[src/rtl/dcdata_arb.sv]
// Port controller for the single-address-path dcdata array: arbitrates load reads,
// posted byte-masked stores and line reloads so the array never reads and writes together.
module dcdata_arb #(
   parameter int LINE_WORDS = 4,
   parameter int SQ_DEPTH   = 2
) (
   input  logic        clk,
   input  logic        rst_n,
   input  logic        ld_req,
   input  logic [9:0]  ld_adr,
   output logic        ld_rdy,
   output logic        ld_vld,
   output logic [31:0] ld_dat,
   input  logic        st_req,
   input  logic [9:0]  st_adr,
   input  logic [3:0]  st_be,
   input  logic [31:0] st_dat,
   output logic        st_rdy,
   input  logic        rl_req,
   input  logic [9:0]  rl_adr,
   output logic        rl_rdy,
   input  logic        rl_dat_vld,
   input  logic [31:0] rl_dat,
   output logic        rl_done,
   output logic [9:0]  ram_rd_adr,
   input  logic [31:0] ram_rd_dat,
   output logic [3:0]  ram_wr_en,
   output logic [9:0]  ram_wr_adr,
   output logic [31:0] ram_wr_dat
);
   // state | meaning
   // IDLE  | arbitrate reload accept, store drain and load grant
   // FILL  | write reload beats; loads and drains held off
   typedef enum logic {IDLE = 1'b0, FILL = 1'b1} state_t;

   localparam int BW = $clog2(LINE_WORDS);
   localparam int CW = 3;

   state_t        r_state, w_state_nxt;
   logic [CW-1:0] r_sq_cnt;
   logic [9:0]    r_sq_adr [SQ_DEPTH];
   logic [3:0]    r_sq_be  [SQ_DEPTH];
   logic [31:0]   r_sq_dat [SQ_DEPTH];
   logic [9:0]    r_rl_base;
   logic [BW-1:0] r_beat;
   logic          r_ld_vld;
   logic [31:0]   r_ld_dat;
   logic          r_rl_done;

   logic          w_empty, w_full, w_hit, w_push, w_pop, w_grant;
   logic          w_accept_rl, w_beat_wr, w_last_beat;
   logic [CW-1:0] w_wr_idx;

   always_comb begin
      w_empty     = (r_sq_cnt == '0);
      w_full      = (r_sq_cnt == CW'(SQ_DEPTH));
      w_last_beat = (r_beat == BW'(LINE_WORDS - 1));
      w_hit       = 1'b0;
      for (int i = 0; i < SQ_DEPTH; i++) begin
         if ((CW'(i) < r_sq_cnt) && (r_sq_adr[i] == ld_adr)) w_hit = 1'b1;
      end
   end

   always_comb begin
      w_state_nxt = r_state;
      w_pop       = 1'b0;
      w_grant     = 1'b0;
      w_accept_rl = 1'b0;
      w_beat_wr   = 1'b0;
      if (rst_n) begin
         case (r_state)
            IDLE: begin
               if (rl_req && w_empty) begin
                  w_accept_rl = 1'b1;
                  w_state_nxt = FILL;
               end else if (rl_req || w_full || (ld_req && w_hit)) begin
                  w_pop = 1'b1;
               end else if (ld_req) begin
                  w_grant = 1'b1;
               end else if (!w_empty) begin
                  w_pop = 1'b1;
               end
            end
            FILL: begin
               if (rl_dat_vld) begin
                  w_beat_wr = 1'b1;
                  if (w_last_beat) w_state_nxt = IDLE;
               end
            end
            default: w_state_nxt = IDLE;
         endcase
      end
   end

   // st_rdy comes from registered occupancy only, so a draining full queue still refuses
   always_comb begin
      st_rdy     = rst_n & ~w_full;
      w_push     = st_req & st_rdy;
      w_wr_idx   = r_sq_cnt - CW'(w_pop);
      ld_rdy     = w_grant;
      rl_rdy     = w_accept_rl;
      ram_rd_adr = rst_n ? ld_adr : 10'd0;
      ram_wr_en  = 4'd0;
      ram_wr_adr = 10'd0;
      ram_wr_dat = 32'd0;
      if (w_pop) begin
         ram_wr_en  = r_sq_be[0];
         ram_wr_adr = r_sq_adr[0];
         ram_wr_dat = r_sq_dat[0];
      end else if (w_beat_wr) begin
         ram_wr_en  = 4'hF;
         ram_wr_adr = r_rl_base | 10'(r_beat);
         ram_wr_dat = rl_dat;
      end
   end

   assign ld_vld  = r_ld_vld;
   assign ld_dat  = r_ld_dat;
   assign rl_done = r_rl_done;

   always_ff @(posedge clk or negedge rst_n) begin
      if (!rst_n) begin
         r_state   <= IDLE;
         r_rl_base <= '0;
         r_beat    <= '0;
         r_ld_vld  <= 1'b0;
         r_ld_dat  <= '0;
         r_rl_done <= 1'b0;
      end else begin
         r_state   <= w_state_nxt;
         r_ld_vld  <= w_grant;
         r_rl_done <= w_beat_wr & w_last_beat;
         if (w_grant) r_ld_dat <= ram_rd_dat;
         if (w_accept_rl) begin
            r_rl_base <= rl_adr & ~10'(LINE_WORDS - 1);
            r_beat    <= '0;
         end else if (w_beat_wr) begin
            r_beat <= r_beat + BW'(1);
         end
      end
   end

   // Shift-register queue: entry 0 is always the head; a push lands after the survivors
   always_ff @(posedge clk or negedge rst_n) begin
      if (!rst_n) begin
         r_sq_cnt <= '0;
         for (int i = 0; i < SQ_DEPTH; i++) begin
            r_sq_adr[i] <= '0;
            r_sq_be[i]  <= '0;
            r_sq_dat[i] <= '0;
         end
      end else begin
         r_sq_cnt <= r_sq_cnt + CW'(w_push) - CW'(w_pop);
         if (w_pop) begin
            for (int i = 0; i < SQ_DEPTH - 1; i++) begin
               r_sq_adr[i] <= r_sq_adr[i+1];
               r_sq_be[i]  <= r_sq_be[i+1];
               r_sq_dat[i] <= r_sq_dat[i+1];
            end
         end
         for (int i = 0; i < SQ_DEPTH; i++) begin
            if (w_push && (CW'(i) == w_wr_idx)) begin
               r_sq_adr[i] <= st_adr;
               r_sq_be[i]  <= st_be;
               r_sq_dat[i] <= st_dat;
            end
         end
      end
   end
endmodule
[config.mk]
export PLATFORM = sky130hd
export DESIGN_NAME = dcdata_arb
export DESIGN_NICKNAME = d
export VERILOG_FILES = /design/src/rtl/dcdata_arb.sv
export SDC_FILE = /design/constraint.sdc
export NUM_CORES = 1
export LEC_CHECK = 0
export CAP_MARGIN = 20
export CORE_ASPECT_RATIO = 2
export CORE_UTILIZATION = 34
export CTS_BUF_LIST = sky130_fd_sc_hd__clkbuf_16
export DETAILED_ROUTE_END_ITERATION = 10
export GPL_TIMING_DRIVEN = 1
export HOLD_SLACK_MARGIN = 0.02
export PLACE_DENSITY_LB_ADDON = 0.25
export SLEW_MARGIN = 40
export SYNTH_ARGS = -nofsm -noshare
export SYNTH_HDL_FRONTEND = slang
export SYNTH_SLANG_ARGS = --single-unit
[constraint.sdc]
create_clock -name clk -period 3.3 [get_ports clk]
set_input_delay 0.495 -clock clk [delete_from_list [all_inputs] [get_ports clk]]
set_output_delay 0.495 -clock clk [all_outputs]
set_load 0.05 [all_outputs]
Word level (Yosys, flattened, before mapping)
Cells that the tools add are included.
{"block": "classes", "bitwise_logic": 6, "n_eq_ne": 5, "n_reduce_logical": 12, "n_addsub": 4, "n_lt_le_gt_ge": 2, "n_mux": 37}
{"op": "$mux 32", "n": 4}
{"op": "$mux 10", "n": 5}
{"op": "$mux 1", "n": 21}
{"op": "$eq 10x10->1", "n": 2}
{"op": "$mux 4", "n": 4}
{"op": "$or 10x2->10", "n": 1}
{"op": "$logic_and 1x1->1", "n": 6}
{"op": "$logic_not 3->1", "n": 2}
{"op": "$lt 1x3->1 const A", "n": 2}
{"op": "$sub 3x1->3", "n": 2}
{"op": "$mux 2", "n": 2}
{"op": "$reduce_bool 2->1", "n": 2}
{"op": "$add 3x1->3", "n": 1}
{"op": "$and 1x1->1", "n": 3}
{"op": "$eq 1x3->1 const A", "n": 1}
{"op": "$eq 3x2->1 const B", "n": 1}
{"op": "$add 2x1->2 const B", "n": 1}
{"op": "$eq 2x2->1 const B", "n": 1}
{"op": "$logic_or 1x1->1", "n": 2}
{"op": "$not 1->1", "n": 2}
{"op": "$pmux 1 s2", "n": 1}
{"block": "totals", "input_bits": 136, "output_inout_bits": 93, "register_bits": 140}

Longest topological paths before layout
Gate-level depths: netlist of the first run.
{"block": "depth", "ltp_word": 14, "mapped_depth": 17, "depth_no_buf": 14}

Worst setup path before layout of the first run
No wires, ideal clock.
{"block": "synth_timing", "kind": "register to register", "from": "reg r_sq_cnt[1]", "to": "reg r_sq_adr[3] (netlist name)", "stages_incl_launch_ff": 15, "arrival_time_ns": 3.012, "path_slack_ns": 0.163, "setup_time_ns": 0.125, "t_required_ns": 3.175, "synth_period_minus_slack_ns": 3.137, "path_buffers": 2, "path_cell_list": "dfrtp_1 > inv_1 > ha_1 > a2111oi_2 > nand3_1 > and4_4 > nor2_4 > buf_2 > ha_1 > ha_1 > xnor2_1 > nand2_1 > nor3_4 > buf_6 > mux2_2"}
{"block": "synth_between", "elab_chain_cells": 13, "word_cells_on_any_way": 24}
{"element": "from (decl)", "line_no": "40", "source": "logic [CW-1:0] r_sq_cnt;"}
{"element": "from (signal assigned)", "line_no": "153", "source": "r_sq_cnt <= r_sq_cnt + CW'(w_push) - CW'(w_pop);"}
{"element": "$lt 1x3->1", "line_no": "60", "source": "if ((CW'(i) < r_sq_cnt) && (r_sq_adr[i] == ld_adr)) w_hit = 1'b1;"}
{"element": "$logic_and 1x1->1", "line_no": "60"}
{"element": "$mux 1 (2 in a row)", "line_no": "60"}
{"element": "$logic_and 1x1->1", "line_no": "76", "source": "end else if (rl_req || w_full || (ld_req && w_hit)) begin"}
{"element": "$logic_or 1x1->1", "line_no": "76"}
{"element": "$mux 1", "line_no": "76"}
{"element": "$mux 1", "line_no": "73", "source": "if (rl_req && w_empty) begin"}
{"element": "$mux 1", "line_no": "71", "source": "case (r_state)"}
{"element": "$mux 1", "line_no": "70", "source": "if (rst_n) begin"}
{"element": "$sub 3x1->3", "line_no": "99", "source": "w_wr_idx = r_sq_cnt - CW'(w_pop);"}
{"element": "$eq 1x3->1", "line_no": "162", "source": "if (w_push && (CW'(i) == w_wr_idx)) begin"}
{"element": "$logic_and 1x1->1 (*)", "line_no": "162"}
{"element": "to (signal, indexed assignment)", "line_no": "156", "source": "r_sq_adr[i] <= r_sq_adr[i+1];"}
{"element": "to (signal, indexed assignment)", "line_no": "163", "source": "r_sq_adr[i] <= st_adr;"}
{"element": "to (decl)", "line_no": "41", "source": "logic [9:0] r_sq_adr [SQ_DEPTH];"}
Mark *: on every way between the ends. The rest lies on a longest branch, timed or not.
A chain may end at the register's enable or synchronous reset.

Worst setup path in the final report of the first run
{"block": "layout_timing", "from": "reg r_sq_cnt[1]", "to": "out ram_wr_dat[6]"}
{"block": "layout_between", "elab_chain_cells": 11, "word_cells_on_any_way": 19}
{"element": "$lt 1x3->1", "line_no": "60"}
{"element": "$logic_and 1x1->1", "line_no": "60"}
{"element": "$mux 1 (2 in a row)", "line_no": "60"}
{"element": "$logic_and 1x1->1", "line_no": "76"}
{"element": "$logic_or 1x1->1", "line_no": "76"}
{"element": "$mux 1", "line_no": "76"}
{"element": "$mux 1 (*)", "line_no": "73"}
{"element": "$mux 1 (*)", "line_no": "71"}
{"element": "$mux 1 (*)", "line_no": "70"}
{"element": "$mux 32 (*)", "line_no": "106", "source": "if (w_pop) begin"}
{"element": "to (decl)", "line_no": "29", "source": "output logic [31:0] ram_wr_dat"}
Marks and branches as above.

==> results.md, run 1 <==
* Power Density at 909.4 nW/µm²
* Via density at ~5.3
* Detail Route Antenna Nets at 0
* Initial antenna violation count at 2
* P_int at 5.818 mW
* Tightest Pin Transition at 698.1 ps
* Crit path DAT at 2700 ps
* Met1 WL at 7421 µm
* # fillers at between 1,500 and 2,000
* Predominant post-synthesis flop cell: dfrtp_1
* Area of the multi-input gates at 2972 µm²
* Slew HR at 0.5346
* Hold WC Path Type: input port to asynchronous set/reset pin
* Remaining global-route overflow at 0
* Total length of routed met2 wires at 11,600 µm
* CTS buffer count at 17
* Die X at 101.8 µm
* CTS tree: built
* Synth async-reset ratio at 1.000
* Post-Synthesis Cells at slightly below 600
* DR iter-0 viols at roughly 180
* Number of global-route vias before repair at a little over 6,000
* Clock root cell: clkbuf_16
* Sw Ratio at 0.3934
* Comb power frac at 0.479
* Starting density of the core at 0.3477
* Layout cells sized above 1 at 0.2427
* Final HPWL DP at 14,810 µm
* YS warnings at 0
* Cell taking the most area after synthesis: dfrtp_1
* RSZ-0062 raised after global routing: true
* Fin Hold WS at about 470 ps
* Max_cap viols at 0
* Worst-path fanout max at 17
* Worst EP required at 2800 ps
* Gpl congestion at 0.8099
* H-tree depth at 4
* Psw at around 3.8 mW
* Min Tclk post-route at 3196 ps
* Seq/Total Area, Yosys at 0.5178
* R2R depth at 13
* Netlist Area Pre-Place at 6766 µm²
* Peak VDD IR at 434.5 µV
* Clock power share at 0.205
* Synth area leaders: dfrtp_1 52%, mux2_2 12%, a22o_1 5.4%
* FP Rows at a little over 70
* Clk_lat worst skew at around 430 ps
* Sequential Power Share at 0.315
* Yosys reg bits at 140
* Fin crit share at 0.9684
* CTS clk-pin slew, worst paths at 60 ps
* Fmax achieved at 312.9 MHz
* Crit path capture type: output port
* Status: complete, no violations
* Crit start category: flip-flop
* Area Overhead vs Synth at 55.86%
* Final non-filler cell total at between 1,000 and 1,500
* 1st-pass router iterations at 4
* Most frequent cells in the layout: 176 x clkdlybuf4s50_1, 140 x dfrtp_1, 72 x mux2_2, 58 x buf_12, 50 x nor2_1
* Distinct cells, synth at 35
* Die Footprint at 20,500 µm²
* Core Area at 19,460 µm²
* CTS sink cnt at 140
* P_leak at ~4.5 nW
* Routed WL per cell at 19.40 µm
* Final setup viols at 0
* Share of the synthesized area in the top cell type at 0.5178
* I/O Buffers at 226
* Skew final at 10.30 ps
* Final count of pins violating max slew at 0
* Fin. Hold Viols at 0
* DRT Wirelength at 21,050 µm
* Top sig layer: met4
* Net Count, Synth at around 730
* Clock Path Buffers at 2
* DR vias at 5,723
* Die height at 201.5 µm
* CP Class: flip-flop to output port
* Met3 WL at 1125 µm
* Mapped Avg Cell Area at 11.57 µm²
* Register area at roughly 3500 µm²
* EDFF count, synth at 0
* Drt drc at 0
* IO Pins at 229
* Dpl cells at 1,049
* Largest net degree at the start of global routing at 74
* Fin nets at ~950
* Most common cell after layout, fill and taps aside: clkdlybuf4s50_1
* First-pass GRT wire length at 32,600 µm
* GRT Total Usage at 0.2119
[flip-flops by register name (all words and copies together) (netlist names)]
name and flops:
r_rl_base 8, r_beat 2, r_sq_cnt 3, r_sq_adr 20, r_sq_be 8, ld_dat 32
ld_vld 1, rl_done 1, r_state 1, r_sq_dat 64
[power by group through the flow]
stage | Clock (mW) | Sequential (mW) | Combinational, mW
after floorplan | 0 | 3.58 | 2.16
after global placement | 0 | 2.99 | 4.43
after detailed placement | 0 | 3.05 | 4.54
after CTS | 2.01 | 3.02 | 4.60
after global routing | 2.08 | 3.10 | 4.87
final | 1.97 | 3.03 | 4.60
[what timing repair did]
item                                    CTS  global route
pin swaps                                 0             2
buffers inserted                          0             1
endpoints found under the hold margin    13             0
cloned                                    0             0
endpoints found under the setup margin   34            34
resized for setup                        10             5
hold buffers                              1             0
[layout make-up]
| class | instances | share of cell area |
|---|---|---|
| repair buffers | 256 | 0.2953 |
| multi-input cells | 390 | 0.2818 |
| flip-flops and latches | 140 | 0.3322 |
| clock inverters | 15 | 0.01708 |
| clock buffers | 17 | 0.04034 |
| diodes | 2 | 0.0004746 |
| well taps | 259 | 0.03073 |
| inverters | 6 | 0.002135 |
[per-layer routing]
metal,up-vias,GRT usage
met5,-,0
met4,0,0.1242
met3,55,0.04342
met2,234,0.3929
met1,2853,0.2091
li1,2581,-
[cell families (layout without fill, tap and decap cells)]
group / after synthesis / count (layout) / synth area share
buffers and inverters: 55 / 294 / 0.05103
other: 0 / 2 / 0
AND/OR/NAND/NOR: 133 / 133 / 0.09930
adder cells (fa/ha/maj): 7 / 7 / 0.01405
XOR/XNOR: 23 / 23 / 0.02977
multiplexers: 87 / 87 / 0.1496
AO/OA/AOI/OAI: 140 / 140 / 0.1385
flip-flops: 140 / 140 / 0.5178
[Yosys cell counts (6+ instances only)]
library cell  instances
nand3_1              49
o21ai_1              17
mux2_4                9
a31oi_1              47
inv_1                 6
xor2_1               20
and2_1               13
nor2_1               50
o21ai_0              29
buf_2                15
a22o_1               42
dfrtp_1             140
clkbuf_1             17
ha_1                  6
mux2_2               72
buf_6                16
[metrics by stage]
stage | TNS, ps | power [mW] | instance area [µm²] | utilization | worst slack, ps
3_5_place_dp | -20800 | 7.590 | 9826 | 0.5050 | -276.6
3_3_place_gp | -15470 | 7.419 | 9822 | 0.5048 | -202.8
4_1_cts | 0 | 9.636 | 10490 | 0.5392 | 7.811
2_1_floorplan | 0 | 5.746 | 6766 | - | 162.9
5_1_grt | -339.4 | 10.06 | 10550 | 0.5420 | -33.09
6_report | 0 | 9.591 | 10550 | 0.5420 | 104.4
[path summary, 6_finish.rpt]
path                       slack (ps)         from       endpoint
min                               470        rst_n      r_beat[1]
max in group asynchronous        1740        rst_n     ld_dat[11]
min in group clk                  490    ld_dat[3]      ld_dat[3]
max reg2reg                       160  r_sq_cnt[1]   r_sq_dat[13]
min reg2reg                       490    ld_dat[3]      ld_dat[3]
max                               100  r_sq_cnt[1]  ram_wr_dat[6]
[worst max-delay path: stages, from the launching register on]
cell	delay [ps]
dfrtp_1	370
inv_1	100
ha_2	230
a2111oi_4	400
nand3_1	160
and4_4	220
nor2_4	120
buf_12	140
buf_8	160
a22o_1	210
buf_12	150
No activity file was read; power rests on OpenSTA's default activity.
==> run 2: changes to the inputs <==
--- a/config.mk
+++ b/config.mk
@@ -5,7 +5,7 @@
 export SDC_FILE = /design/constraint.sdc
 export NUM_CORES = 1
 export LEC_CHECK = 0
-export CAP_MARGIN = 20
+export CAP_MARGIN = 0
 export CORE_ASPECT_RATIO = 2
 export CORE_UTILIZATION = 34
 export CTS_BUF_LIST = sky130_fd_sc_hd__clkbuf_16
==> results of run 2 <==
Same layout as run 1: the final DEF is identical, and so are final timing and power.
